## src/rtl/bin2bcd_seq_pkg.sv

```systemverilog
`default_nettype none
// ============================================================================
// Module   : bin2bcd_seq_pkg
// Brief    : Shared state encoding and sizing helper for bin2bcd_seq.
// Revision : 1.0  initial release
// ============================================================================
package bin2bcd_seq_pkg;

  typedef enum logic [1:0] {
    ST_IDLE  = 2'd0,
    ST_SHIFT = 2'd1,
    ST_DONE  = 2'd2
  } state_t;

  // Counter must hold the value BIN_W itself.
  function automatic int cnt_width(input int bin_w);
    return $clog2(bin_w + 1);
  endfunction

endpackage
`default_nettype wire

```

## src/rtl/bin2bcd_seq_digit_adj.sv

```systemverilog
`default_nettype none
// ============================================================================
// Module   : bcd_digit_adj
// Brief    : Shift-add-3 correction for one BCD digit (+3 when digit > 4).
// Revision : 1.0  initial release
// ============================================================================
module bcd_digit_adj (
  input  logic [3:0] i_digit,
  output logic [3:0] o_digit
);

  // Digits only reach 9 between shifts, so the sum never exceeds 12.
  assign o_digit = (i_digit > 4'd4) ? (i_digit + 4'd3) : i_digit;

endmodule
`default_nettype wire

```

## src/rtl/bin2bcd_seq.sv

```systemverilog
`default_nettype none
// ============================================================================
// Module   : bin2bcd_seq
// Brief    : Sequential binary-to-BCD converter, one bit per clock, with
//            valid/ready handshake, optional signed input and overflow flag.
// Revision : 1.0  initial release
// ============================================================================
module bin2bcd_seq
  import bin2bcd_seq_pkg::*;
#(
  parameter int BIN_W  = 9,
  parameter int DIGITS = 3,
  parameter bit SIGNED = 1'b0
) (
  input  logic                clk,
  input  logic                rst,
  input  logic                in_valid,
  output logic                in_ready,
  input  logic [BIN_W-1:0]    bin,
  output logic                out_valid,
  input  logic                out_ready,
  output logic [4*DIGITS-1:0] out_bcd,
  output logic                out_neg,
  output logic                out_ovf
);

  localparam int               BCD_W      = 4 * DIGITS;
  localparam int               CNT_W      = cnt_width(BIN_W);
  localparam logic [CNT_W-1:0] C_CNT_LOAD = CNT_W'(BIN_W);
  localparam logic [CNT_W-1:0] C_CNT_ONE  = CNT_W'(1);

  state_t             r_state;
  state_t             w_state_nxt;
  logic [BIN_W-1:0]   r_mag;
  logic [BCD_W-1:0]   r_bcd;
  logic               r_neg;
  logic               r_ovf;
  logic [CNT_W-1:0]   r_cnt;

  logic [BCD_W-1:0]   w_adj;
  logic               w_carry;
  logic [BCD_W-1:0]   w_bcd_sh;
  logic [BIN_W-1:0]   w_mag_sh;
  logic               w_neg_load;
  logic [BIN_W-1:0]   w_mag_load;
  logic               w_accept;
  logic               w_last;

  for (genvar g = 0; g < DIGITS; g++) begin : g_digit
    bcd_digit_adj u_adj (
      .i_digit (r_bcd[4*g +: 4]),
      .o_digit (w_adj[4*g +: 4])
    );
  end

  // The bit falling out of the top digit is a decimal carry beyond DIGITS.
  assign {w_carry, w_bcd_sh, w_mag_sh} = {w_adj, r_mag, 1'b0};

  // BIN_W-bit negation maps the most negative value onto its true magnitude.
  assign w_neg_load = SIGNED && bin[BIN_W-1];
  assign w_mag_load = w_neg_load ? (-bin) : bin;

  assign w_accept = in_valid && in_ready;
  assign w_last   = (r_state == ST_SHIFT) && (r_cnt == C_CNT_ONE);

  always_ff @(posedge clk) begin
    if (rst) begin
      r_state <= ST_IDLE;
    end else begin
      r_state <= w_state_nxt;
    end
  end

  always_comb begin
    w_state_nxt = r_state;
    in_ready    = (r_state == ST_IDLE) && !rst;
    out_valid   = (r_state == ST_DONE);
    case (r_state)
      ST_IDLE:  if (w_accept)  w_state_nxt = ST_SHIFT;
      ST_SHIFT: if (w_last)    w_state_nxt = ST_DONE;
      ST_DONE:  if (out_ready) w_state_nxt = ST_IDLE;
      default:                 w_state_nxt = ST_IDLE;
    endcase
  end

  always_ff @(posedge clk) begin
    if (rst) begin
      r_mag   <= '0;
      r_bcd   <= '0;
      r_neg   <= 1'b0;
      r_ovf   <= 1'b0;
      r_cnt   <= '0;
      out_bcd <= '0;
      out_neg <= 1'b0;
      out_ovf <= 1'b0;
    end else begin
      if (w_accept) begin
        r_mag <= w_mag_load;
        r_bcd <= '0;
        r_neg <= w_neg_load;
        r_ovf <= 1'b0;
        r_cnt <= C_CNT_LOAD;
      end else if (r_state == ST_SHIFT) begin
        r_mag <= w_mag_sh;
        r_bcd <= w_bcd_sh;
        r_ovf <= r_ovf | w_carry;
        r_cnt <= r_cnt - C_CNT_ONE;
      end
      // Result registers update only on the final shift so they hold in IDLE.
      if (w_last) begin
        out_bcd <= w_bcd_sh;
        out_neg <= r_neg;
        out_ovf <= r_ovf | w_carry;
      end
    end
  end

endmodule
`default_nettype wire

```

## config.mk

```make
export PLATFORM = sky130hd
export DESIGN_NAME = bin2bcd_seq
export DESIGN_NICKNAME = d
export VERILOG_FILES = /design/src/rtl/bin2bcd_seq_pkg.sv /design/src/rtl/bin2bcd_seq_digit_adj.sv /design/src/rtl/bin2bcd_seq.sv
export SDC_FILE = /design/constraint.sdc
export NUM_CORES = 1
export LEC_CHECK = 0
export CORE_ASPECT_RATIO = 2
export CORE_MARGIN = 1.5
export CORE_UTILIZATION = 54
export CTS_BUF_LIST = sky130_fd_sc_hd__clkbuf_16
export DETAILED_ROUTE_END_ITERATION = 10
export GPL_TIMING_DRIVEN = 0
export PLACE_DENSITY = 0.77
export SYNTH_ARGS = -nofsm -noshare
export SYNTH_HDL_FRONTEND = slang
export SYNTH_HIERARCHICAL = 1
export SYNTH_SLANG_ARGS = --single-unit
```

## constraint.sdc

```tcl
create_clock -name clk -period 1.9 [get_ports clk]
set_input_delay 0.38 -clock clk [delete_from_list [all_inputs] [get_ports clk]]
set_output_delay 0.38 -clock clk [all_outputs]
set_load 0.01 [all_outputs]
```

==> metrics.txt <==
clock buffer depth=2; largest family of logic cells by synthesized area=compound AO/OA/AOI/OAI gates; core outline area=about 0.0036 mm^2; fin. max-slew vios=0; Rel. slew slack=between 60% and 70%; largest net degree at the start of global routing=14; synth warn=6; XOR/XNOR share of the synthesized area=around 2.2%; period utilization=approximately 97%; Seq cells post-synth=about 40; # IOs=29; Hold Slack=roughly 470 ps; Sink Count=between 40 and 50; syn_nets=~270; Req. time, crit path=~1500 ps; Cell Area, Synth=a little over 0.002 mm^2; # H-tree levels=2; sequential share of the synthesized area=approximately two fifths; row cnt=31; first-pass GRT wire length=just over 8000 um; DR WL/cell=approximately 14 um; worst slew pin tran=515 ps; syn avg cell area=just over 8 um^2; full die area=approximately 0.0042 mm^2; Initial Util=approximately 56%; Synth-to-Final Area Change=24.9%; CP startpoint kind=flip-flop; cell count after synthesis=247; GPL Wtd Cong=slightly above 0.8; HP Class=flip-flop to flip-flop; DR iter-0 viols=~40; Setup Viol. Count Final=0; Netlist cell types=38; Synth top area share=a little over 40%; RSZ-0062 raised after global routing=yes; reg2reg start=r_cnt[0]; final-stage net count=slightly above 300; status=complete, no violations; final wirelength=between 4000 and 5000 um; Die Span Y=~90 um; mux share of post-synthesis cell area=under 10%; synth top area cells=dfxtp_1 (40%), nand2_1 (7.6%), a21oi_1 (6.7%), a311oi_2 (5.9%), ha_1 (4.9%); clock-pin slew on the worst setup and hold paths=about 60 ps; diode count=0; initial antenna violation count=0; gr ovfl total=0; vias in the first global route=1,815; hold_buf cts=0; die width=about 46 um; antenna viol nets, final=0; crit end category=output pin; CP max-delay cell=clkdlybuf4s50_1; non-filler cells, final=between 300 and 400; post-route setup slack=around 60 ps; crit path from=r_state[1]; largest delay contributor family on the critical path=buffers and inverters; Num CTS Buffers=5; pre-CTS WS=-851 ps; DRC errors left=0; P_leak=between 0.0009 and 0.001 uW; adder-cell share of the synthesized area=4.93%; CTS root buf=clkbuf_16; Clock Latency Late Sink=slightly below 300 ps; commonest non-fill, non-tap cells in the layout=nand2_1 (41), dfxtp_1 (41), a21oi_1 (27); PD cells=roughly 830 mW/mm^2; CTS tree=done; min Tclk post-route=approximately 1800 ps; Buf/Inv on CP=1; Compound-Gate Fraction of Synth Area=a little under a quarter; skew final=~5.8 ps; via count=between 1,500 and 2,000; 1st-pass router iterations=4; Fmax=544 MHz; HP Start=r_bcd[1]; CP cell instances=and2b_1, clkdlybuf4s50_1; Hold Fails Final Rpt=0; Via density=5.53; layout cells sized above 1=12.4%; Setup CP Type=flip-flop to output pin; dpl hpwl=3340 um; GRT Overall Usage=between 20% and 30%; fillers=around 320; simple-gate share of the synthesized area=20.7%; critical path peak fanout=8; placed instance count=~320; CP peak stage delay=roughly 530 ps; Buffers on Ports=27; Yosys top cell by area=dfxtp_1; Max Cap Violations=0; peak supply drop=815 uV; WP data arrival=1460 ps
[state kept, by name, indices dropped and copies added, names as in the netlist]
signal and cells:
r_state 2, out_bcd 12, r_ovf 1, r_cnt 4
r_mag 9, out_ovf 1, r_bcd 12
[timing repair]
item                                    in CTS  in global routing
resized for setup                           10                  2
cloned                                       0                  0
endpoints found under the setup margin      10                  2
setup buffers                                1                  0
[area by class of cell]
cell class	instances	area, um^2	share of cell area, %
Sequential cell	41	821	32.3
Multi-Input combinational cell	176	1070	42.2
Timing Repair Buffer	28	273	10.7
Clock buffer	5	125	4.93
Clock inverter	3	17.5	0.690
Tap cell	49	61.3	2.42
Inverter	12	45.0	1.78
Buffer	18	125	4.93
[synth_stat cells (all sizes together)]
cell type	n
conb	1
a22oi	1
o41ai	1
a21oi	30
a31oi	1
nand2b	3
a311oi	8
a211oi	1
inv	12
nand3b	2
nand3	13
o21ai	22
nor3	6
nand2	41
or3b	1
ha	8
xor2	1
dfxtp	41
or2b	1
nor3b	1
buf	10
and2b	1
a2111oi	1
nor2b	4
nor2	14
or4b	1
nor4	1
clkbuf	8
xnor2	4
mux2i	3
a21o	4
nand4b	1
[worst register-to-register path: stages (launching register included)]
cell and delay [ps]:
dfxtp_1 430, ha_1 190, or3b_2 490, clkbuf_1 260, o21ai_0 210, a21oi_1 90
[per-layer routing]
metal  track usage [%]  part of all wire, %
met4              13.6                  3.3
met5                 0                    0
met3              5.42                  3.5
met2              43.8                   55
met1              28.5                   38
[cell families after synthesis]
logic type | count (synthesis)
flops | 41
mux | 3
fa+ha+maj | 8
compound gates | 69
buf+inv | 30
simple gates | 90
xor+xnor | 5
other cells | 1
[report_power, final]
| group | switching [uW] | internal (uW) | leakage, uW | total (uW) |
|---|---|---|---|---|
| Clock | 344 | 481 | 0.0000696 | 826 |
| Sequential | 32.6 | 897 | 0.000333 | 929 |
| Combinational | 216 | 138 | 0.000519 | 354 |
[path summary, 6_finish.rpt]
| kind | end | slack (ps) | cells past startpoint |
|---|---|---|---|
| worst max register to register | out_bcd[3] | 100 | 5 |
| worst max-delay path | out_valid | 60 | 2 |
| worst min register to register | r_bcd[1] | 470 | 2 |
| worst min-delay path | r_bcd[1] | 470 | 2 |
[through the flow]
step | TNS (ps) | utilization (%) | area (um^2) | total power (uW)
floorplan | 0 | - | 2030 | 1170
global placement | -2770 | 65.5 | 2360 | 1280
detailed placement | -2790 | 65.5 | 2360 | 1290
CTS | 0 | 70.3 | 2540 | 2110
global route | -26.4 | 70.3 | 2540 | 2200
finish | 0 | 70.3 | 2540 | 2110
Note: power is estimated with default switching activity, not from simulation.
